### config.mk
export PLATFORM = sky130hd
export DESIGN_NAME = i2s_tx
export DESIGN_NICKNAME = d
export VERILOG_FILES = /design/src/rtl/i2s_pkg.sv /design/src/rtl/i2s_bclk_gen.sv /design/src/rtl/i2s_tx.sv
export SDC_FILE = /design/constraint.sdc
export NUM_CORES = 1
export LEC_CHECK = 0
export CAP_MARGIN = 5
export CORE_ASPECT_RATIO = 0.7
export CORE_MARGIN = 10
export CORE_UTILIZATION = 55
export CTS_BUF_LIST = sky130_fd_sc_hd__clkbuf_8
export DETAILED_ROUTE_END_ITERATION = 8
export GPL_TIMING_DRIVEN = 1
export PLACE_DENSITY = 0.78
export SLEW_MARGIN = 5
export SYNTH_ARGS = -nofsm -noshare
export SYNTH_HDL_FRONTEND = slang
export SYNTH_SLANG_ARGS = --single-unit
### constraint.sdc
create_clock -name clk -period 1.8 [get_ports clk]
set_input_delay 0.36 -clock clk [delete_from_list [all_inputs] [get_ports clk]]
set_output_delay 0.36 -clock clk [all_outputs]
set_load 0.05 [all_outputs]
### src/rtl/i2s_pkg.sv
// rtl/i2s_pkg.sv - shared I2S frame constants and frame assembly helper
package i2s_pkg;

  localparam int FRAME_BITS = 64;
  localparam int SLOT_BITS  = 32;
  localparam int CH_BITS    = 16;
  localparam int PAD_BITS   = SLOT_BITS - CH_BITS;
  localparam int CNT_BITS   = $clog2(FRAME_BITS);

  // {L, pad, R, pad}: left MSB lands at the top of the shifter.
  function automatic logic [FRAME_BITS-1:0] frame_pack(input logic [2*CH_BITS-1:0] s);
    return {s[2*CH_BITS-1:CH_BITS], {PAD_BITS{1'b0}}, s[CH_BITS-1:0], {PAD_BITS{1'b0}}};
  endfunction

endpackage

### src/rtl/i2s_bclk_gen.sv
// rtl/i2s_bclk_gen.sv - BCLK divider with same-cycle fall/rise event strobes
module i2s_bclk_gen #(
  parameter int BCLK_DIV = 16
) (
  input  logic clk,
  input  logic rst,
  output logic bclk_o,
  output logic fall_o,
  output logic rise_o
);

  localparam int CW = (BCLK_DIV > 2) ? $clog2(BCLK_DIV) : 1;

  logic [CW-1:0] div_cnt_q, div_cnt_d;
  logic          bclk_q, bclk_d;
  logic          tc;

  assign tc = (div_cnt_q == CW'(BCLK_DIV - 1));

  always_comb begin
    div_cnt_d = div_cnt_q + CW'(1);
    bclk_d    = bclk_q;
    if (tc) begin
      div_cnt_d = '0;
      bclk_d    = ~bclk_q;
    end
  end

  always_ff @(posedge clk) begin
    if (rst) begin
      div_cnt_q <= '0;
      bclk_q    <= 1'b0;
    end else begin
      div_cnt_q <= div_cnt_d;
      bclk_q    <= bclk_d;
    end
  end

  // Strobes flag the edge on which bclk is about to toggle.
  assign fall_o = tc && bclk_q;
  assign rise_o = tc && !bclk_q;
  assign bclk_o = bclk_q;

endmodule

### src/rtl/i2s_tx.sv
// rtl/i2s_tx.sv - stereo Philips I2S transmitter; I2S_TX_HOLD_LAST_EN repeats last sample on underrun
module i2s_tx
  import i2s_pkg::*;
#(
  parameter int BCLK_DIV = 16
) (
  input  logic        clk,
  input  logic        rst,
  input  logic        en,
  input  logic [31:0] sample_i,
  output logic        ready,
  output logic        valid,
  output logic        underrun,
  output logic        overrun,
  output logic        bclk,
  output logic        lrclk,
  output logic        sdata
);

  logic                  bclk_fall;
  logic                  frame_load;
  logic [FRAME_BITS-1:0] fallback;

  logic [CNT_BITS-1:0]   bit_cnt_q, bit_cnt_d;
  logic [FRAME_BITS-1:0] shifter_q, shifter_d;
  logic [31:0]           hold_q, hold_d;
  logic                  hold_full_q, hold_full_d;
  logic                  ready_q, ready_d;
  logic                  valid_q, valid_d;
  logic                  underrun_q, underrun_d;
  logic                  overrun_q, overrun_d;
  logic                  lrclk_q, lrclk_d;
  logic                  sdata_q, sdata_d;

  i2s_bclk_gen #(.BCLK_DIV(BCLK_DIV)) u_bclk_gen (
    .clk    (clk),
    .rst    (rst),
    .bclk_o (bclk),
    .fall_o (bclk_fall),
    .rise_o ()
  );

  assign frame_load = bclk_fall && (bit_cnt_q == CNT_BITS'(FRAME_BITS - 1));

`ifdef I2S_TX_HOLD_LAST_EN
  logic [31:0] last_q;

  always_ff @(posedge clk) begin
    if (rst)                             last_q <= '0;
    else if (frame_load && hold_full_q)  last_q <= hold_q;
  end

  assign fallback = frame_pack(last_q);
`else
  assign fallback = '0;
`endif

  always_comb begin
    bit_cnt_d   = bit_cnt_q;
    shifter_d   = shifter_q;
    hold_d      = hold_q;
    hold_full_d = hold_full_q;
    valid_d     = 1'b0;
    underrun_d  = 1'b0;
    overrun_d   = en && !ready_q;
    lrclk_d     = lrclk_q;
    sdata_d     = sdata_q;

    if (bclk_fall) begin
      bit_cnt_d = bit_cnt_q + CNT_BITS'(1);
      lrclk_d   = bit_cnt_d[CNT_BITS-1];
      if (frame_load) begin
        sdata_d = 1'b0;
        if (hold_full_q) begin
          shifter_d   = frame_pack(hold_q);
          hold_full_d = 1'b0;
          valid_d     = 1'b1;
        end else begin
          shifter_d  = fallback;
          underrun_d = 1'b1;
        end
      end else begin
        sdata_d   = shifter_q[FRAME_BITS-1];
        shifter_d = {shifter_q[FRAME_BITS-2:0], 1'b0};
      end
    end

    // Accept after the load so a same-cycle en fills the hold for the next frame.
    if (en && ready_q) begin
      hold_d      = sample_i;
      hold_full_d = 1'b1;
    end

    ready_d = !hold_full_d;
  end

  always_ff @(posedge clk) begin
    if (rst) begin
      bit_cnt_q   <= CNT_BITS'(FRAME_BITS - 1);
      shifter_q   <= '0;
      hold_q      <= '0;
      hold_full_q <= 1'b0;
      ready_q     <= 1'b0;
      valid_q     <= 1'b0;
      underrun_q  <= 1'b0;
      overrun_q   <= 1'b0;
      lrclk_q     <= 1'b1;
      sdata_q     <= 1'b0;
    end else begin
      bit_cnt_q   <= bit_cnt_d;
      shifter_q   <= shifter_d;
      hold_q      <= hold_d;
      hold_full_q <= hold_full_d;
      ready_q     <= ready_d;
      valid_q     <= valid_d;
      underrun_q  <= underrun_d;
      overrun_q   <= overrun_d;
      lrclk_q     <= lrclk_d;
      sdata_q     <= sdata_d;
    end
  end

  assign ready    = ready_q;
  assign valid    = valid_q;
  assign underrun = underrun_q;
  assign overrun  = overrun_q;
  assign lrclk    = lrclk_q;
  assign sdata    = sdata_q;

endmodule

==> flow_summary.json, run 1 <==
{
  "gr-total-overflow": 0,
  "rows": 26,
  "crit_path_start_kind": "flop",
  "syn_to_final_growth_pct": 16.8,
  "gp_congestion": 0.794,
  "fp.dieW_um": 123,
  "netlist.area_leader.share_pct": 47.7,
  "fin_ws_ps": 129,
  "finalSetupViolCount": 0,
  "synth-edff-count": 0,
  "routed_wl_um": 8970,
  "r2r-end": "shifter_q[16]",
  "tightest_slew_ps": 370,
  "grt_pass1_wl_um": 15400,
  "worstPathMaxFanout": 8,
  "post-route-period-util_pct": 92.8,
  "worstPathArrival_ps": 1960,
  "required_ps": 2090,
  "path_class": "reg -> reg",
  "ys_ff_latch": 97,
  "cellPowerDensity_nw_per_um2": 793,
  "swShare_pct": 24.3,
  "holdCritPathClass": "in -> reg",
  "ant_nets": 0,
  "crit_slowest_cell": "or4_1",
  "first_global_vias": 3289,
  "cts-root-buf": "clkbuf_8",
  "dieArea_um2": 11300,
  "drive_above_1_share_pct": 15.8,
  "synth.distinct_cells": 37,
  "diodes": 0,
  "ys_seq_area_share_pct": 47.7,
  "drt-pass1-iter-count": 5,
  "status": "finished clean",
  "finalHoldViolCount": 0,
  "clk_path_buf_depth": 2,
  "critPathBufInv": 1,
  "path_cells": "ha_2 > buf_4 > nand4_4 > or4_1 > a21oi_1",
  "max_cap_violations": 0,
  "relSlewSlack_pct": 75.3,
  "syn_nets": 509,
  "hp-start": "rst",
  "cts_tree": "yes",
  "portBuffers": 41,
  "async_flop_share_pct": 0,
  "combPwrFrac_pct": 7.0,
  "cts_max_level": 3,
  "mappedNetlistArea_um2": 4080,
  "power.total_mw": 3.78,
  "clk_pin_slew_ps": 100,
  "ir_drop_mv": 0.501,
  "pre_cts_ws_ps": 79.3,
  "rsz0062_at_grt": "no",
  "skew_ps": 13.0,
  "clock_sinks": 97,
  "final.min_clock_period_ps": 1670,
  "clk-insertion-delay-late_ps": 360,
  "synth_flop_cell": "dfxtp_1",
  "crit_family": "simple AND/OR/NAND/NOR gates",
  "timing.fmax_mhz": 598,
  "p_leak_nw": 1.65,
  "ios": 42,
  "wl_per_cell_um": 15.0,
  "cts_setup_buffers": 0,
  "drv_slew": 0,
  "synthTopCellsByArea": "dfxtp_1, nand2_1, a311oi_1",
  "numCtsBuffers": 9,
  "routed_via_density": 5.81,
  "p_sw_mw": 0.917,
  "synth.largest_area_cell": "dfxtp_1",
  "hold_depth": 2,
  "r2r-start": "u_bclk_gen.div_cnt_q[1]",
  "ys_warn_count": 0,
  "p_int_mw": 2.86,
  "fin_setup_tns_ps": 0,
  "holdPathEnd": "valid",
  "core_area_um2": 7250,
  "avgSynthCellArea_um2": 8.63,
  "setup.worst_path.end_class": "flop",
  "power_frac_clock_pct": 34.3,
  "grt_antenna_before_repair": 0,
  "grtUsageTotal_pct": 16.4,
  "drtIter0Drc": 286,
  "fill_cells": 618,
  "reg2reg_depth": 5,
  "syn_inst": 472,
  "fp.dieH_um": 92.0,
  "layout.nets": 532,
  "vias": 3474,
  "grt_max_degree": 39,
  "start_util_pct": 56.2,
  "rrSetupSlack_ps": 130,
  "remaining_drc_errors": 0,
  "cpPeakStageDelay_ps": 540,
  "pwr-share-seq_pct": 58.7,
  "place_hpwl_um": 6170
}
[through the flow]
stage | hold WS, ps | util [%] | cells | area [um2]
finish | 250 | 65.6 | 598 | 4760
global route | 241 | 65.6 | 598 | 4760
CTS | 236 | 65.6 | 598 | 4760
detailed placement | 448 | 63.1 | 582 | 4570
global placement | 444 | 63.1 | 582 | 4570
floorplan | 428 | - | 472 | 4080
[cell type report]
cell class | count | area, um2 | share of cell area, %
Clock buffer | 10 | 138 | 2.89
Tap cell | 98 | 123 | 2.58
Multi-Input combinational cell | 321 | 1870 | 39.4
Inverter | 3 | 11.3 | 0.237
Sequential cell | 97 | 1940 | 40.8
Timing Repair Buffer | 63 | 628 | 13.2
Clock inverter | 6 | 43.8 | 0.920
[metal layers]
metal | global-route usage, % | vias up | share of wire [%]
met5 | 0 | - | 0
met4 | 5.58 | 0 | 0.45
met3 | 4.35 | 5 | 6.3
met2 | 25.8 | 98 | 47
met1 | 21.2 | 1625 | 47
li1 | - | 1746 | -
[cells by family (layout without fill, tap and decap cells)]
group	after synthesis	in the layout	share of synthesized area (%)
AOI/OAI and AO/OA	140	140	24.3
xor gates and xnor gates	3	3	0.645
adders and majority gates	2	2	0.614
buffers and inverters	54	82	6.48
DFF	97	97	47.7
and+or+nand+nor	176	176	20.4
[power by group through the flow]
stage / combinational, mW / clock, mW / sequential [mW]
floorplan: 0.128 / 0 / 2.27
global placement: 0.259 / 0 / 2.27
detailed placement: 0.264 / 0 / 2.27
CTS: 0.265 / 1.32 / 2.22
global route: 0.292 / 1.41 / 2.23
finish: 0.264 / 1.29 / 2.22
[repair_timing]
item / in CTS / in global routing
hold buffers: 0 / 0
gates resized for setup: 0 / 3
setup endpoints to repair: 0 / 20
[cell usage after synthesis, types with 3 or more instances]
cell type and n:
a311oi_1 31, nand4_1 32, a21oi_1 44, clkbuf_1 27, dfxtp_1 97, and3_1 3, nand2_1 88, nor2_1 33
xnor2_1 3, o21ai_0 33, a21oi_2 10, buf_2 18, nand3_1 4, o211ai_2 17
[worst reg2reg max path: stages, from the launching register on]
cell and delay (ps):
dfxtp_1 370, ha_2 240, buf_4 130, nand4_4 150, or4_1 540, a21oi_1 180
[placed cells by master (no fill, tap or decap), drive strengths merged, types with 3 or more instances in the layout]
cell type,Yosys,routed
clkdlybuf4s50,0,33
nand3,4,4
clkbuf,27,10
xnor2,3,3
nor2,33,33
dfxtp,97,97
a21oi,54,54
and3,4,4
buf,23,30
nand4,33,33
clkinv,1,6
o21ai,35,35
a311oi,31,31
o211ai,17,17
nand2,88,88
[state kept, by name, indices dropped and copies added, names as in the netlist]
register              flops
shifter_q                48
hold_q                   32
bit_cnt_q                 6
u_bclk_gen.div_cnt_q      4
hold_full_q               1
overrun                   1
ready                     1
sdata                     1
u_bclk_gen.bclk_o         1
underrun                  1
valid                     1
[how the worst max path moves through the flow]
stage | start | end | slack (ps) | cells after the start
after floorplan | bit_cnt_q[5] | shifter_q[16] | 120 | 4
after global placement | u_bclk_gen.div_cnt_q[0] | shifter_q[16] | 200 | 5
after detailed placement | u_bclk_gen.div_cnt_q[0] | shifter_q[25] | 80 | 5
after CTS | u_bclk_gen.div_cnt_q[0] | shifter_q[16] | 60 | 5
after global routing | u_bclk_gen.div_cnt_q[1] | shifter_q[16] | 30 | 5
final | u_bclk_gen.div_cnt_q[1] | shifter_q[16] | 130 | 5
(Power assumes the default switching activity.)
==> inputs of run 2 (changes only) <==
--- a/config.mk
+++ b/config.mk
@@ -5,7 +5,6 @@
 export SDC_FILE = /design/constraint.sdc
 export NUM_CORES = 1
 export LEC_CHECK = 0
-export CAP_MARGIN = 5
 export CORE_ASPECT_RATIO = 0.7
 export CORE_MARGIN = 10
 export CORE_UTILIZATION = 55
==> results of run 2 <==
Final layout, timing and power as in run 1 (identical DEF).
==> inputs of run 3 (changes only) <==
--- a/config.mk
+++ b/config.mk
@@ -9,6 +9,7 @@
 export CORE_MARGIN = 10
 export CORE_UTILIZATION = 55
 export CTS_BUF_LIST = sky130_fd_sc_hd__clkbuf_8
+export CTS_CLUSTER_SIZE = 10
 export DETAILED_ROUTE_END_ITERATION = 8
 export GPL_TIMING_DRIVEN = 1
 export PLACE_DENSITY = 0.78
==> constraint.sdc (replaced) <==
create_clock -name clk -period 1.6 [get_ports clk]
set_input_delay 0.32 -clock clk [delete_from_list [all_inputs] [get_ports clk]]
set_output_delay 0.32 -clock clk [all_outputs]
set_load 0.05 [all_outputs]
==> flow_summary.json, run 3 (synthesized netlist as in run 1, its figures left out) <==
{
  "status": "finished clean",
  "start_util_pct": 56.2,
  "drv_slew": 0,
  "numCtsBuffers": 9,
  "holdCritPathClass": "in -> reg",
  "clk_pin_slew_ps": 90,
  "p_leak_nw": 1.74,
  "drt-pass1-iter-count": 4,
  "rows": 26,
  "final_cell_mix": "dfxtp_1, nand2_1, a21oi_1",
  "syn_to_final_growth_pct": 23.1,
  "fill_cells": 551,
  "relSlewSlack_pct": 79.6,
  "dieArea_um2": 11300,
  "finalSetupViolCount": 0,
  "vias": 3571,
  "grtUsageMet2_pct": 26.3,
  "drive_above_1_share_pct": 19.0,
  "grt_antenna_before_repair": 0,
  "ant_nets": 0,
  "final_common_cell": "dfxtp_1",
  "first_global_vias": 3434,
  "drtIter0Drc": 368,
  "final.min_clock_period_ps": 1560,
  "cts-root-buf": "clkbuf_8",
  "finalHoldViolCount": 0,
  "diodes": 0,
  "regMostFlops": "shifter_q",
  "grt_max_degree": 67,
  "reg2reg_depth": 6,
  "gr-total-overflow": 0,
  "place_hpwl_um": 6230,
  "grt.met1_usage_pct": 20.9,
  "ios": 42,
  "layout.nets": 542,
  "cts_max_level": 3,
  "crit_path_start_kind": "flop",
  "timing.fmax_mhz": 640,
  "worstPathArrival_ps": 1800,
  "top_regs": "shifter_q: 48 flops, hold_q: 32 flops, bit_cnt_q: 6 flops",
  "hold_depth": 2,
  "clock_sinks": 97,
  "fin_util_pct": 69.1,
  "grt_pass1_wl_um": 15600,
  "wl_per_cell_um": 15.7,
  "cts_tree": "yes",
  "post-route-period-util_pct": 97.7,
  "worstPathMaxFanout": 10,
  "remaining_drc_errors": 0,
  "required_ps": 1830,
  "cellPowerDensity_nw_per_um2": 874,
  "setup.worst_path.end_class": "flop",
  "placed_cells": 588,
  "path_class": "reg -> reg",
  "routed_via_density": 5.87,
  "routed_wl_um": 9560,
  "largest_reg_flops": 48,
  "clk-insertion-delay-late_ps": 360,
  "max_cap_violations": 0,
  "clk_path_buf_depth": 2,
  "tightest_slew_ps": 303,
  "core_area_um2": 7250,
  "final_cells": 608,
  "fp.dieH_um": 92.0,
  "fp.dieW_um": 123,
  "hold_buffers": 0,
  "placed_area_um2": 4680,
  "final_area_um2": 5010,
  "gr-max-usage-layer": "met2",
  "grtUsageMet3_pct": 3.92,
  "grtUsageTotal_pct": 16.3,
  "gp_congestion": 0.764,
  "portBuffers": 41,
  "skew_ps": 11.1,
  "ir_drop_mv": 0.673
}
[run 3: final cells by class]
class                      instances  area [um2]  share of cell area (%)
clock buffer                      10         138                    2.74
sequential                        97        1950                    38.9
multi-input combinational        321        1910                    38.1
timing repair buffer              73         822                    16.4
inverter                           3        11.3                   0.225
clock inverter                     6        60.1                    1.20
tap                               98         123                    2.45
[run 3: what timing repair did]
action                                  4_1_cts  5_1_grt
endpoints found under the setup margin        4       47
setup buffers                                 0        1
pin swaps                                     1        5
gates cloned                                  0        3
gates resized for setup                       3       25
[run 3: metrics by stage]
step	worst slack (ps)	TNS, ps	hold WS (ps)	total power [mW]
3_3_place_gp	34.3	0	442	2.85
6_report	36.9	0	211	4.38
5_1_grt	-102	-117	208	4.55
3_5_place_dp	15.0	0	447	2.87
2_1_floorplan	84.8	0	428	2.70
4_1_cts	11.6	0	206	4.41
[run 3: critical path, stage by stage, from the launching register on]
cell and delay, ps:
dfxtp_4 380, ha_4 150, nand4_1 220, buf_6 240, buf_12 140, o21ai_0 180, a311oi_1 130
[run 3: final timing paths]
path,end,startpoint,slack [ps]
worst max-delay path,shifter_q[53],bit_cnt_q[0],40
worst min-delay path,underrun,rst,210
worst max register to register,shifter_q[53],bit_cnt_q[0],40
worst min register to register,sdata,sdata,460
[run 3: report_power, final]
group	internal, mW	switching [mW]	leakage [nW]
Sequential	2.46	0.0331	0.785
Combinational	0.156	0.159	0.862
Clock	0.754	0.819	0.0971
[run 3: metal layers]
| layer | wire, um | up-vias |
|---|---|---|
| li1 | - | 1760 |
| met1 | 4380 | 1699 |
| met2 | 4520 | 98 |
| met3 | 521 | 14 |
| met4 | 148 | 0 |
| met5 | 0 | - |
